$ cat config.mk
export PLATFORM = sky130hd
export DESIGN_NAME = usb_bulk_in_ep
export DESIGN_NICKNAME = d
export VERILOG_FILES = /design/src/rtl/usb_ep_pkg.sv /design/src/rtl/usb_ep_byte_fifo.sv /design/src/rtl/usb_bulk_in_ep.sv
export SDC_FILE = /design/constraint.sdc
export NUM_CORES = 1
export LEC_CHECK = 0
export CAP_MARGIN = 10
export CORE_ASPECT_RATIO = 0.75
export CORE_MARGIN = 1
export CORE_UTILIZATION = 30
export CTS_BUF_LIST = sky130_fd_sc_hd__clkbuf_16
export DETAILED_ROUTE_END_ITERATION = 10
export GPL_TIMING_DRIVEN = 1
export PLACE_DENSITY = 0.46
export SYNTH_ARGS = -nofsm -noshare
export SYNTH_HDL_FRONTEND = slang
export SYNTH_HIERARCHICAL = 1
export SYNTH_SLANG_ARGS = --single-unit
$ cat constraint.sdc
create_clock -name clk -period 4.52 [get_ports clk]
set_input_delay 1.356 -clock clk [delete_from_list [all_inputs] [get_ports clk]]
set_output_delay 1.356 -clock clk [all_outputs]
set_load 0.02 [all_outputs]
$ cat src/rtl/usb_ep_pkg.sv
// rtl/usb_ep_pkg.sv - shared types and constants for the USB bulk IN endpoint
// Purpose: FSM state encoding and the legal MAX_PKT payload sizes for full-speed bulk.
// Ports: none (package).
package usb_ep_pkg;

  typedef enum logic [2:0] {
    ST_IDLE     = 3'd0,
    ST_REQ      = 3'd1,
    ST_PUT      = 3'd2,
    ST_DONE     = 3'd3,
    ST_WAIT_ACK = 3'd4
  } ep_state_t;

  localparam int MAX_PKT_8  = 8;
  localparam int MAX_PKT_16 = 16;
  localparam int MAX_PKT_32 = 32;
  localparam int MAX_PKT_64 = 64;

endpackage

$ cat src/rtl/usb_ep_byte_fifo.sv
// rtl/usb_ep_byte_fifo.sv - show-ahead byte FIFO for the bulk IN endpoint
// Purpose: power-of-two deep byte buffer; dout is the head byte straight from storage.
// Ports:
//   clk, reset (sync, active-low)
//   push, din  : write one byte (ignored when full)
//   pop        : drop the head byte (ignored when empty)
//   dout       : head byte, valid while !empty
//   level      : bytes buffered (0..FIFO_DEPTH)
//   full/empty : level == FIFO_DEPTH / level == 0
module usb_ep_byte_fifo #(
  parameter  int FIFO_DEPTH = 64,
  localparam int AW         = $clog2(FIFO_DEPTH),
  localparam int LW         = AW + 1
) (
  input  logic          clk,
  input  logic          reset,
  input  logic          push,
  input  logic [7:0]    din,
  input  logic          pop,
  output logic [7:0]    dout,
  output logic [LW-1:0] level,
  output logic          full,
  output logic          empty
);

  logic [7:0]    r_mem [FIFO_DEPTH];
  logic [AW-1:0] r_wr_ptr;
  logic [AW-1:0] r_rd_ptr;
  logic [LW-1:0] r_level;
  logic          w_push;
  logic          w_pop;

  assign full  = (r_level == LW'(FIFO_DEPTH));
  assign empty = (r_level == '0);
  assign w_push = push && !full;
  assign w_pop  = pop && !empty;
  assign dout  = r_mem[r_rd_ptr];
  assign level = r_level;

  // Pointers are exactly AW bits wide, so the +1 wraps modulo FIFO_DEPTH.
  always_ff @(posedge clk) begin
    if (!reset) begin
      r_wr_ptr <= '0;
      r_rd_ptr <= '0;
      r_level  <= '0;
    end else begin
      if (w_push) r_wr_ptr <= r_wr_ptr + AW'(1);
      if (w_pop)  r_rd_ptr <= r_rd_ptr + AW'(1);
      case ({w_push, w_pop})
        2'b10:   r_level <= r_level + LW'(1);
        2'b01:   r_level <= r_level - LW'(1);
        default: r_level <= r_level;
      endcase
    end
  end

  always_ff @(posedge clk) begin
    if (w_push) r_mem[r_wr_ptr] <= din;
  end

endmodule

$ cat src/rtl/usb_bulk_in_ep.sv
// rtl/usb_bulk_in_ep.sv - bulk IN endpoint packetiser for one usb_fs_pe IN slot
// Purpose: buffers application bytes and sends them as packets of up to MAX_PKT bytes;
//   short packets leave on flush or after TIMEOUT_FRAMES SOFs. Optional macro
//   USB_BULK_IN_ZLP_EN appends a zero-length packet after a flushed full-size packet.
// Ports:
//   clk, reset (sync, active-low)
//   wr_valid/wr_ready/wr_data : application byte stream in
//   flush, stall, sof_valid   : flush pulse, halt level, SOF strobe
//   in_ep_req/grant           : PE arbiter handshake
//   in_ep_data_free/put/data  : byte transfer into the PE IN buffer
//   in_ep_data_done           : one-cycle end-of-packet pulse
//   in_ep_stall, in_ep_acked  : halt indication, host ACK
//   fifo_level                : bytes buffered
module usb_bulk_in_ep
  import usb_ep_pkg::*;
#(
  parameter  int FIFO_DEPTH     = 64,
  parameter  int MAX_PKT        = 32,
  parameter  int TIMEOUT_FRAMES = 2,
  localparam int LW             = $clog2(FIFO_DEPTH) + 1
) (
  input  logic          clk,
  input  logic          reset,
  input  logic          wr_valid,
  output logic          wr_ready,
  input  logic [7:0]    wr_data,
  input  logic          flush,
  input  logic          stall,
  input  logic          sof_valid,
  output logic          in_ep_req,
  input  logic          in_ep_grant,
  input  logic          in_ep_data_free,
  output logic          in_ep_data_put,
  output logic [7:0]    in_ep_data,
  output logic          in_ep_data_done,
  output logic          in_ep_stall,
  input  logic          in_ep_acked,
  output logic [LW-1:0] fifo_level
);

  localparam int PW = $clog2(MAX_PKT) + 1;
  localparam int SW = $clog2(TIMEOUT_FRAMES + 1) + 1;

  ep_state_t     r_state;
  logic          r_req;
  logic          r_done;
  logic          r_flush_pend;
  logic [PW-1:0] r_cnt;
  logic [PW-1:0] r_pkt_len;
  logic [SW-1:0] r_sof_cnt;

  logic [LW-1:0] w_level;
  logic [7:0]    w_head;
  logic          w_full;
  logic          w_empty;
  logic          w_push;
  logic          w_put;
  logic          w_timeout;
  logic          w_zlp_due;
  logic          w_level_nz;
  logic          w_full_pkt;
  logic          w_start;
  logic          w_last;
  logic [PW-1:0] w_pkt_len_next;

  usb_ep_byte_fifo #(.FIFO_DEPTH(FIFO_DEPTH)) u_fifo (
    .clk   (clk),
    .reset (reset),
    .push  (w_push),
    .din   (wr_data),
    .pop   (w_put),
    .dout  (w_head),
    .level (w_level),
    .full  (w_full),
    .empty (w_empty)
  );

  assign w_push     = wr_valid && !w_full;
  assign w_level_nz = (w_level != '0);
  assign w_full_pkt = (w_level >= LW'(MAX_PKT));
  assign w_timeout  = (TIMEOUT_FRAMES != 0) && (r_sof_cnt == SW'(TIMEOUT_FRAMES));

  // cnt < pkt_len already implies a byte is buffered; !empty is a belt-and-braces guard.
  assign w_put = (r_state == ST_PUT) && in_ep_grant && in_ep_data_free &&
                 (r_cnt < r_pkt_len) && !w_empty;

  assign w_start = !stall &&
                   (w_full_pkt || ((r_flush_pend || w_timeout) && w_level_nz) || w_zlp_due);

  assign w_pkt_len_next = w_zlp_due  ? '0 :
                          w_full_pkt ? PW'(MAX_PKT) : w_level[PW-1:0];

  // Leave PUT in the same cycle as the final put so done follows it directly.
  assign w_last = (r_pkt_len == '0) || (w_put && (r_cnt == r_pkt_len - PW'(1)));

  always_ff @(posedge clk) begin
    if (!reset) begin
      r_state   <= ST_IDLE;
      r_req     <= 1'b0;
      r_done    <= 1'b0;
      r_cnt     <= '0;
      r_pkt_len <= '0;
    end else begin
      r_done <= 1'b0;
      case (r_state)
        ST_IDLE: begin
          if (w_start) begin
            r_state <= ST_REQ;
            r_req   <= 1'b1;
          end
        end
        ST_REQ: begin
          if (in_ep_grant) begin
            r_state   <= ST_PUT;
            r_pkt_len <= w_pkt_len_next;
            r_cnt     <= '0;
          end
        end
        ST_PUT: begin
          if (w_put) r_cnt <= r_cnt + PW'(1);
          if (w_last) begin
            r_state <= ST_DONE;
            r_done  <= 1'b1;
          end
        end
        ST_DONE: begin
          r_state <= ST_WAIT_ACK;
          r_req   <= 1'b0;
        end
        ST_WAIT_ACK: begin
          if (in_ep_acked) r_state <= ST_IDLE;
        end
        default: begin
          r_state <= ST_IDLE;
          r_req   <= 1'b0;
        end
      endcase
    end
  end

  // Pending flush survives until the packet that drains the FIFO; an idle flush on an
  // empty FIFO with nothing owed simply evaporates.
  always_ff @(posedge clk) begin
    if (!reset) begin
      r_flush_pend <= 1'b0;
    end else if (flush) begin
      r_flush_pend <= 1'b1;
    end else if ((r_state == ST_DONE && !w_level_nz) ||
                 (r_state == ST_IDLE && !w_level_nz && !w_zlp_due)) begin
      r_flush_pend <= 1'b0;
    end
  end

  // SOF counter saturates at TIMEOUT_FRAMES; only counts while data waits in IDLE.
  always_ff @(posedge clk) begin
    if (!reset) begin
      r_sof_cnt <= '0;
    end else if (r_state != ST_IDLE || !w_level_nz) begin
      r_sof_cnt <= '0;
    end else if (sof_valid && r_sof_cnt != SW'(TIMEOUT_FRAMES)) begin
      r_sof_cnt <= r_sof_cnt + SW'(1);
    end
  end

`ifdef USB_BULK_IN_ZLP_EN
  // A flushed full-size packet that drains the FIFO is followed by a zero-length packet
  // so the host sees the transfer end.
  logic r_zlp_due;
  always_ff @(posedge clk) begin
    if (!reset) begin
      r_zlp_due <= 1'b0;
    end else if (r_state == ST_DONE) begin
      if (r_zlp_due) begin
        r_zlp_due <= 1'b0;
      end else if ((r_flush_pend || flush) && r_pkt_len == PW'(MAX_PKT) && !w_level_nz) begin
        r_zlp_due <= 1'b1;
      end
    end
  end
  assign w_zlp_due = r_zlp_due;
`else
  assign w_zlp_due = 1'b0;
`endif

  assign wr_ready        = !w_full;
  assign in_ep_req       = r_req;
  assign in_ep_data_done = r_done;
  assign in_ep_data_put  = w_put;
  assign in_ep_data      = (r_state == ST_PUT) ? w_head : 8'h00;
  assign in_ep_stall     = stall;
  assign fifo_level      = w_level;

endmodule
## Word-level counts from Yosys, hierarchy flattened

Memories as Yosys holds them, arrays and structs flattened. A register that Yosys moved wholly into a read port is not among the register bits.
Cells that the tools add are included.

- Flip-flop bits (word level): 40
- Memory bits (writable): 512
- Input port bits: 17
- Output and inout port bits: 20
- Memories kept: 1

- Add/subtract/negate cells: 7
- $lt $le $gt $ge: 2
- Equal/unequal tests: 15
- Muxes and demuxes: 20
- Bitwise operators: 2
- Reduce and logical (&&, ||, !) cells: 37

Memories:

| memory | words | width | rd ports | clocked after Yosys merged registers in | write ports | RTL line | RTL |
|---|---|---|---|---|---|---|---|
| u_fifo.r_mem | 64 | 8 | 1 | 1 | 1 | usb_ep_byte_fifo.sv:26 | `logic [7:0] r_mem [FIFO_DEPTH];` |

Operator list:

| kind | count |
|---|---|
| $mux W6 | 5 |
| $add A6 B1 Y6 const B | 3 |
| $pmux W3 S5 | 1 |
| $pmux W7 S2 | 1 |
| $logic_and A1 B1 Y1 | 13 |
| $mux W3 | 4 |
| $pmux W6 S2 | 1 |
| $eq A3 B2 Y1 const B | 3 |
| $mux W8 | 1 |
| $ne A2 B2 Y1 const B | 4 |
| $add A7 B1 Y7 const B | 1 |
| $eq A7 B7 Y1 const B | 1 |
| $ge A7 B6 Y1 const B | 1 |
| $logic_not A7 Y1 | 1 |
| $reduce_bool A7 Y1 | 1 |
| $sub A7 B1 Y7 const B | 1 |
| $eq A6 B6 Y1 | 1 |
| $logic_not A6 Y1 | 1 |
| $lt A6 B6 Y1 | 1 |
| $mux W1 | 6 |
| $reduce_and A2 Y1 | 3 |
| $reduce_bool A2 Y1 | 3 |
| $sub A6 B1 Y6 const B | 1 |
| $logic_or A1 B1 Y1 | 5 |
| other kinds (16) | 20 |

## Longest topological paths before layout

Gate-level depths: netlist of the first run.

- Word-level depth: 9
- Gate-level depth with buffers: 17

## Hierarchy

The synthesis of the first run kept the hierarchy.

By module, submodules not included:

| module | instances | cells each | area an instance (sq um) | seq. area each (sq um) |
|---|---|---|---|---|
| usb_ep_byte_fifo | 1 | 1053 | 21031.4 | 15875.2 |
| usb_bulk_in_ep | 1 | 175 | 1403.8 | 420.4 |

## Least setup slack after synthesis of the first run

Ideal clock, no wire load.

- Path type: input to register
- From: in in_ep_data_free
- To: reg u_fifo.r_level[4], in the netlist u_fifo/level[4]
- Library setup time: 0.071 ns
- Arrival: 4.582 ns
- Path slack: -0.133 ns
- Stages: 13
- Path through: nand4_1 -> nor4_1 -> o41a_1 -> buf_2 -> ha_1 -> buf_1 -> xor2_1 -> ha_1 -> a21oi_1 -> o311ai_0 -> a22oi_1 -> or3_1 -> a21oi_1

- Cells in the longest elaborated chain, start to end: 6
- Elaborated cells between the ends (all ways): 8

RTL lines:

| what | RTL line | RTL |
|---|---|---|
| start, declared | usb_bulk_in_ep.sv:32 | `input logic in_ep_data_free,` |
| $logic_and A1 B1 Y1 * (2 in series) | usb_bulk_in_ep.sv:84 | `assign w_put = (r_state == ST_PUT) && in_ep_grant && in_ep_data_free &&` |
| $logic_and A1 B1 Y1 * | usb_bulk_in_ep.sv:85 | `(r_cnt < r_pkt_len) && !w_empty;` |
| net in_ep_data_put | usb_bulk_in_ep.sv:33 | `output logic in_ep_data_put,` |
| $logic_and A1 B1 Y1 * | usb_ep_byte_fifo.sv:36 | `assign w_pop = pop && !empty;` |
| $eq A2 B1 Y1 / $eq A2 B2 Y1 (equally long branches) | usb_ep_byte_fifo.sv:49 | `case ({w_push, w_pop})` |
| $pmux W7 S2 / $reduce_bool A2 Y1 (equally long branches) | -- |  |
| end signal, assigned | usb_ep_byte_fifo.sv:50 | `2'b10: r_level <= r_level + LW'(1);` |
| end signal, assigned | usb_ep_byte_fifo.sv:51 | `2'b01: r_level <= r_level - LW'(1);` |
| end signal, assigned | usb_ep_byte_fifo.sv:52 | `default: r_level <= r_level;` |
| end, declared | usb_ep_byte_fifo.sv:29 | `logic [LW-1:0] r_level;` |

The timed path passes the listed nets; every way through them passes the cells marked *.
A chain may end at the register's enable or synchronous reset.

==> results.md, run 1 <==
- Footprint of the multi-input gates: 5911 sq um
- Max-cap viol count: 0
- RR Startpoint: u_fifo/level[2]$_SDFFE_PN0P_
- CP Max Fanout: 7
- # fillers: 6774
- Routed Antenna Nets: 0
- Final Hold Vio Count: 0
- Max-slew violations: 0
- Grt total ovfl: 0
- Mean post-synth cell area: 18.27 sq um
- Slew Limit Headroom: 32.59%
- GP Congestion: 0.7950
- Clock tree sinks: 558
- Sequential power share: 54.6%
- Iteration-0 DRC Markers: 1353
- Slew @ Worst Pin: 1.011 ns
- Startpoint Class: flip-flop
- Layout cells sized above 1: 28.00%
- Largest net degree at the start of global routing: 47
- Drt drc: 0
- RSZ-0062 raised after global routing: yes
- Reg clk slew, reported paths: 0.06 ns
- P_sw: 0.002150 W
- Area delta synth->final: 19.94%
- Clk pwr share: 43.0%
- Ys Warns: 6
- Worst min-delay path class: flip-flop to flip-flop
- Most frequent cells in the layout: 512 x edfxtp_1, 128 x mux4_2, 124 x buf_4
- Core Region: 73710 sq um
- DP HPWL: 39740 um
- Tot Pwr: 0.01037 W
- TritonCTS clock tree: yes
- Wirelength per Cell: 25.00 um
- Leakage: 8.595 nW
- Sequential-to-total area share from yosys stat: 72.63%
- Post-synth EDFFs: 512
- Cts hold-fix bufs: 0
- Time the worst path needs with I/O delays and setup: 4.423 ns
- Vias: 12.19k
- Via density: 5.037
- Power per Cell Area: 385.3 nW/um^2
- Dpl cell area: 24780 sq um
- Final hold slack: 0.4790 ns
- Mapped cell area: 22440 sq um
- Asr flop ratio synth: 0%
- Io pins: 37
- Fmax: 226.1 MHz
- Final instance area: 26910 sq um
- Row count: 86
- Worst hold path startpoint: in_ep_req$_SDFFE_PN0P_
- Syn nets: 1261
- Synthesized netlist cell count: 1228
- Clock Path Buffers: 3
- Die Width: 317.8 um
- Storage cell area: 16310 sq um
- Total die area: 75890 sq um
- Minimum setup slack among reg-to-reg paths: 0.85 ns
- Vias in the first global route: 12.33k
- Root buffer cell: clkbuf_16
- Initial antenna violation count: 3
- Nets: 1438
- Netlist cell types: 67
- First-pass GRT wire length: 88050 um
- VDD IR max: 0.0002671 V
- Switching Share: 20.74%
- CTS Buf Count: 56
- Chip height: 238.8 um
- Seq cells post-synth: 558
- Htree depth: 2
- Crit end category: output pin
- I/O Buffers: 36
- Int Pwr: 0.008217 W
- Overall routing resource usage: 16.08%
- Starting density of the core: 30.44%
- Status: complete, no violations
- Comb pwr share: 2.4%
- Final worst-path cycle share: 97.85%
- Commonest non-fill, non-tap cell in the layout: edfxtp_1
- Routed Wire Length: 60500 um
- Crit path kind: flip-flop to output pin
- Setup violators final: 0
- Worst-Skew Late Latency: 0.61 ns
- Final Skew: 0.01797 ns
- Worst path required time: 3.16 ns
- Initial DRT Pass Iterations: 5
- CP Data Arrival Time: 3.07 ns
- Most used DFF post-synth: edfxtp_1
==> layer usage <==
| layer | wire, um | vias up | track usage [%] |
|---|---|---|---|
| met5 | 0 | - | 0 |
| met4 | 977 | 0 | 3.869 |
| met3 | 4124 | 70 | 3.185 |
| met2 | 25350 | 361 | 22.72 |
| met1 | 30050 | 6448 | 25.03 |
| li1 | - | 5310 | - |
==> critical path, stage by stage (launching register included) <==
cell and delay, ns:
dfxtp_4 0.40, buf_12 0.14, buf_16 0.16, mux4_2 0.57
a22oi_2 0.27, nand3_1 0.21, and4_1 0.25, and2_1 0.19
clkdlybuf4s15_2 0.27
==> logic make-up (layout without fill, tap and decap cells) <==
family          Yosys count  in the layout  synth area share (%)
compound gates          108            108                 3.486
xor+xnor                 23             23                0.8979
fa+ha+maj                17             17                0.9369
buf+inv                  84            306                 1.706
flops                   558            558                 72.63
mux                     158            158                 14.19
other cells               0              2                     0
simple gates            280            280                 6.146
==> path summary, 6_finish.rpt <==
path,endpoint,cells past startpoint
min reg2reg,in_ep_req$_SDFFE_PN0P_,2
max,in_ep_data[3],8
max reg2reg,u_fifo/level[4]$_SDFFE_PN0P_,16
min,in_ep_req$_SDFFE_PN0P_,2
==> cells in the mapped netlist (all sizes together), types with 3 or more instances <==
| cell type | n | area [sq um] |
|---|---|---|
| nand3b | 3 | 26.27 |
| o21ai | 11 | 55.05 |
| nor2b | 9 | 63.81 |
| ha | 16 | 200.2 |
| nor4 | 5 | 31.28 |
| o32ai | 3 | 26.28 |
| inv | 20 | 75.07 |
| mux2i | 29 | 290.3 |
| buf | 42 | 224.0 |
| clkbuf | 21 | 80.07 |
| nand2 | 40 | 150.1 |
| nand3 | 29 | 145.1 |
| nor3 | 18 | 90.09 |
| a21boi | 6 | 45.04 |
| and3 | 9 | 56.30 |
| a31oi | 5 | 37.53 |
| nand2b | 15 | 101.3 |
| a21o | 4 | 30.03 |
| xor2 | 13 | 113.9 |
| nand4 | 11 | 75.07 |
| o21a | 6 | 45.04 |
| and2 | 9 | 56.30 |
| mux4 | 128 | 2883 |
| or3 | 3 | 18.77 |
| nor2 | 112 | 420.4 |
| edfxtp | 512 | 15370 |
| xnor2 | 10 | 87.58 |
| and4 | 7 | 61.31 |
| a21oi | 15 | 75.07 |
| o221ai | 3 | 26.28 |
| dfxtp | 46 | 920.9 |
| a22oi | 30 | 225.2 |
| o22ai | 8 | 50.05 |
==> state kept, by name (all words and copies together) (netlist names), 3 cells and up, named ones only <==
signal / count
u_fifo/r_mem: 512
u_fifo/level: 7
r_cnt: 6
r_pkt_len: 6
u_fifo/r_rd_ptr: 6
u_fifo/r_wr_ptr: 6
r_sof_cnt: 3
r_state: 3
==> metrics by stage <==
stage                TNS, ns  cells  setup WS [ns]  util (%)
finish                     0   2420        0.09707     36.51
global route        -0.02185   2418       -0.02185     36.50
CTS                        0   2418      0.0009570     36.45
detailed placement         0   2300        0.07037     33.61
global placement           0   2300        0.02790     33.61
floorplan                  0   1228         0.1526         -
==> power groups by stage <==
stage           logic, W  clock network [W]  registers [W]
3_3_place_gp    0.000247                  0        0.00577
4_1_cts         0.000253            0.00457        0.00566
2_1_floorplan  0.0000836                  0        0.00578
3_5_place_dp    0.000252                  0        0.00577
6_report        0.000249            0.00445        0.00566
5_1_grt         0.000270            0.00475        0.00566
==> timing repair <==
action | CTS | global route
endpoints found under the setup margin | 8 | 7
pin swaps | 6 | 4
gates cloned | 2 | 0
resized for setup | 46 | 19
buffers inserted | 13 | 0
==> layout make-up <==
cell class                 instances  share of cell area, %
tap                              968                  4.501
antenna                            2                0.01860
timing repair buffer             182                  6.175
inverter                          21                 0.2929
sequential                       558                  60.60
multi-input combinational        586                  21.97
clock inverter                    46                  1.144
clock buffer                      57                  5.301
Note: power is estimated with default switching activity, not from simulation.
==> run 2: changes to the inputs <==
--- a/config.mk
+++ b/config.mk
@@ -6,13 +6,16 @@
 export NUM_CORES = 1
 export LEC_CHECK = 0
 export CAP_MARGIN = 10
+export CELL_PAD_IN_SITES_DETAIL_PLACEMENT = 2
+export CELL_PAD_IN_SITES_GLOBAL_PLACEMENT = 2
 export CORE_ASPECT_RATIO = 0.75
 export CORE_MARGIN = 1
 export CORE_UTILIZATION = 30
 export CTS_BUF_LIST = sky130_fd_sc_hd__clkbuf_16
 export DETAILED_ROUTE_END_ITERATION = 10
+export DONT_BUFFER_PORTS = 1
 export GPL_TIMING_DRIVEN = 1
-export PLACE_DENSITY = 0.46
+export PLACE_DENSITY = 0.55
 export SYNTH_ARGS = -nofsm -noshare
 export SYNTH_HDL_FRONTEND = slang
 export SYNTH_HIERARCHICAL = 1
==> run 2 against run 1 <==
Total power is 0.37% higher. Final cell count is 2.0% lower. Count of clock-buffer cells in the layout is 2 higher. Utilization is 0.78 points lower. Setup slack worse by 0.0089 ns. Sequential share of layout area is 1.3 points higher. Clock power is 3% higher. Fmax is 0.20% lower. Wire length is 7.3% higher. Combinational power is 44% lower. Highest routed layer unchanged. Clock skew is 0.0036 ns higher.
==> results.md, run 2 (synthesis results as in run 1) <==
- Cts hold-fix bufs: 0 (unchanged)
- Switching Share: 20.89% (was 20.74%)
- Setup WS pre-CTS: 0.4957 ns (was 0.07037 ns)
- Max-slew violations: 0 (unchanged)
- Htree depth: 2 (unchanged)
- Nets: 1388 (was 1438)
- Total die area: 75890 sq um (unchanged)
- Via density: 5.091 (was 5.037)
- Most frequent cells in the layout: 512 x edfxtp_1, 128 x mux4_2, 115 x buf_4 (was 512 x edfxtp_1, 128 x mux4_2, 124 x buf_4)
- Worst-Skew Late Latency: 0.63 ns (was 0.61 ns)
- Setup violators final: 0 (unchanged)
- I/O Buffers: 0 (was 36)
- Row count: 86 (unchanged)
- Fmax: 225.6 MHz (was 226.1 MHz)
- Cell family with most CP delay: simple AND/OR/NAND/NOR gates (unchanged)
- CP bufs+invs: 1 (was 3)
- Fin worst setup slack: 0.08812 ns (was 0.09707 ns)
- Highest-delay cell along the critical path: or4b_1 (was mux4_2)
- Int Pwr: 0.008232 W (was 0.008217 W)
- Power per Cell Area: 395.1 nW/um^2 (was 385.3 nW/um^2)
- Sequential power share: 54.4% (was 54.6%)
- DP HPWL: 40510 um (was 39740 um)
- Top reg by flops: u_fifo/r_mem (unchanged)
- Grt total ovfl: 0 (unchanged)
- Slew @ Worst Pin: 0.9829 ns (was 1.011 ns)
- Max FFs per register: 512 (unchanged)
- Final Hold Vio Count: 0 (unchanged)
- Ant. Diodes: 0 (was 2)
- TritonCTS clock tree: yes (unchanged)
- Slew Limit Headroom: 34.23% (was 32.59%)
- CTS Buf Count: 59 (was 56)
- Starting density of the core: 30.44% (unchanged)
- GP Congestion: 0.7590 (was 0.7950)
- Max incr delay on CP: 0.57 ns (about the same)
- P_sw: 0.002173 W (was 0.002150 W)
- Worst path required time: 3.16 ns (about the same)
- Overall routing resource usage: 17.36% (was 16.08%)
- Crit end category: output pin (unchanged)
- Drt drc: 0 (unchanged)
- Largest net degree at the start of global routing: 65 (was 47)
- Max-cap viol count: 0 (unchanged)
- CP Max Fanout: 5 (was 7)
- CP Data Arrival Time: 3.08 ns (was 3.07 ns)
- Final Skew: 0.02157 ns (was 0.01797 ns)
- Io pins: 37 (unchanged)
- Dpl cell area: 24340 sq um (was 24780 sq um)
- Commonest non-fill, non-tap cell in the layout: edfxtp_1 (unchanged)
- Crit path cell chain: buf_4 > mux4_2 > and3_1 > a31oi_1 > or4b_1 > and4_1 > and2_1 (was buf_12 > buf_16 > mux4_2 > a22oi_2 > nand3_1 > and4_1 > and2_1 > clkdlybuf4s15_2)
- Footprint of the multi-input gates: 5776 sq um (was 5911 sq um)
- Iteration-0 DRC Markers: 1010 (was 1353)
- Time the worst path needs with I/O delays and setup: 4.432 ns (was 4.423 ns)
- VDD IR max: 0.0002663 V (was 0.0002671 V)
- Initial DRT Pass Iterations: 5 (unchanged)
- Core Region: 73710 sq um (unchanged)
- Comb pwr share: 1.3% (was 2.4%)
- Layout cells sized above 1: 25.23% (was 28.00%)
- Initial antenna violation count: 2 (was 3)
- Vias in the first global route: 13.08k (was 12.33k)
- Area delta synth->final: 17.39% (was 19.94%)
- Routed Antenna Nets: 0 (unchanged)
- Storage cell area: 16310 sq um (unchanged)
- Die Width: 317.8 um (unchanged)
- Worst min-delay path class: flip-flop to flip-flop (unchanged)
- Clk pwr share: 44.2% (was 43.0%)
- Leakage: 8.358 nW (was 8.595 nW)
- RSZ-0062 raised after global routing: no (was yes)
- First-pass GRT wire length: 95170 um (was 88050 um)
- Wirelength per Cell: 27.38 um (was 25.00 um)
- Final worst-path cycle share: 98.05% (was 97.85%)
- Crit path kind: flip-flop to output pin (unchanged)
- Root buffer cell: clkbuf_16 (unchanged)
- Chip height: 238.8 um (unchanged)
- Final instance area: 26340 sq um (was 26910 sq um)
- Startpoint Class: flip-flop (unchanged)
- Final setup TNS: 0 ns (unchanged)
- # fillers: 7211 (was 6774)
- Routed Wire Length: 64910 um (was 60500 um)
- Clock tree sinks: 558 (unchanged)
- Clock Path Buffers: 3 (unchanged)
- Vias: 12.07k (was 12.19k)
- Status: complete, no violations (unchanged)
- Reg clk slew, reported paths: 0.06 ns (about the same)
==> run 2: layout make-up <==
cell class / instances / area share (%)
timing repair buffer: 129 / 4.437
inverter: 21 / 0.2993
clock buffer: 59 / 5.606
sequential: 558 / 61.92
clock inverter: 50 / 1.211
multi-input combinational: 586 / 21.93
tap: 968 / 4.599
==> run 2: per-stage QoR <==
stage          power, W  hold WS, ns  instances  util [%]
2_1_floorplan  0.005859       0.4547       1228         -
3_3_place_gp   0.005911       0.4858       2250     33.02
3_5_place_dp   0.005914       0.4993       2250     33.02
4_1_cts         0.01056       0.5076       2369     35.65
5_1_grt         0.01074       0.5312       2371     35.73
6_report        0.01041       0.4903       2371     35.73
==> run 2: worst reg2reg max path, stage by stage, from the launching register on <==
cell	delay, ns
dfxtp_1	0.31
buf_4	0.20
nor4_1	0.58
and3_1	0.35
nor2b_1	0.08
inv_1	0.12
a31oi_2	0.05
buf_4	0.20
inv_1	0.09
ha_1	0.20
xor2_1	0.17
ha_1	0.19
a21oi_1	0.10
o311ai_0	0.37
a22oi_1	0.13
or3_1	0.33
a21oi_1	0.14
==> run 2: power by group through the flow <==
stage / registers [W] / clock network (W) / logic (W)
finish: 0.00566 / 0.00460 / 0.000140
CTS: 0.00566 / 0.00476 / 0.000142
global route: 0.00566 / 0.00493 / 0.000152
detailed placement: 0.00577 / 0 / 0.000142
global placement: 0.00577 / 0 / 0.000139
floorplan: 0.00578 / 0 / 0.0000836
==> run 2: final timing paths <==
kind | slack, ns | cells after the start | startpoint | to
worst max-delay path | 0.09 | 7 | flip-flop | in_ep_data[6]
worst min-delay path | 0.49 | 2 | r_pkt_len[1]$_SDFFE_PN0P_ | r_pkt_len[1]$_SDFFE_PN0P_
worst max register to register | 0.85 | 16 | u_fifo/level[2]$_SDFFE_PN0P_ | u_fifo/level[4]$_SDFFE_PN0P_
worst min register to register | 0.49 | 2 | r_pkt_len[1]$_SDFFE_PN0P_ | r_pkt_len[1]$_SDFFE_PN0P_
==> run 2: routing by layer <==
metal,global-route usage [%],wire (um),up-vias
met3,2.686,2989,91
li1,-,-,5197
met1,25.99,31730,6545
met4,4.207,1197,0
met5,0,0,-
met2,26.36,29000,238
==> run 2: timing repair <==
action	CTS	global route
buffers inserted	9	2
cloned	1	0
gates resized for setup	2	7
endpoints found under the setup margin	8	5
pin swaps	0	1
==> run 3: changes to the inputs <==
--- a/config.mk
+++ b/config.mk
@@ -5,7 +5,6 @@
 export SDC_FILE = /design/constraint.sdc
 export NUM_CORES = 1
 export LEC_CHECK = 0
-export CAP_MARGIN = 10
 export CELL_PAD_IN_SITES_DETAIL_PLACEMENT = 2
 export CELL_PAD_IN_SITES_GLOBAL_PLACEMENT = 2
 export CORE_ASPECT_RATIO = 0.75
==> results of run 3 <==
No change in the layout: final DEF, timing and power equal those of run 2.
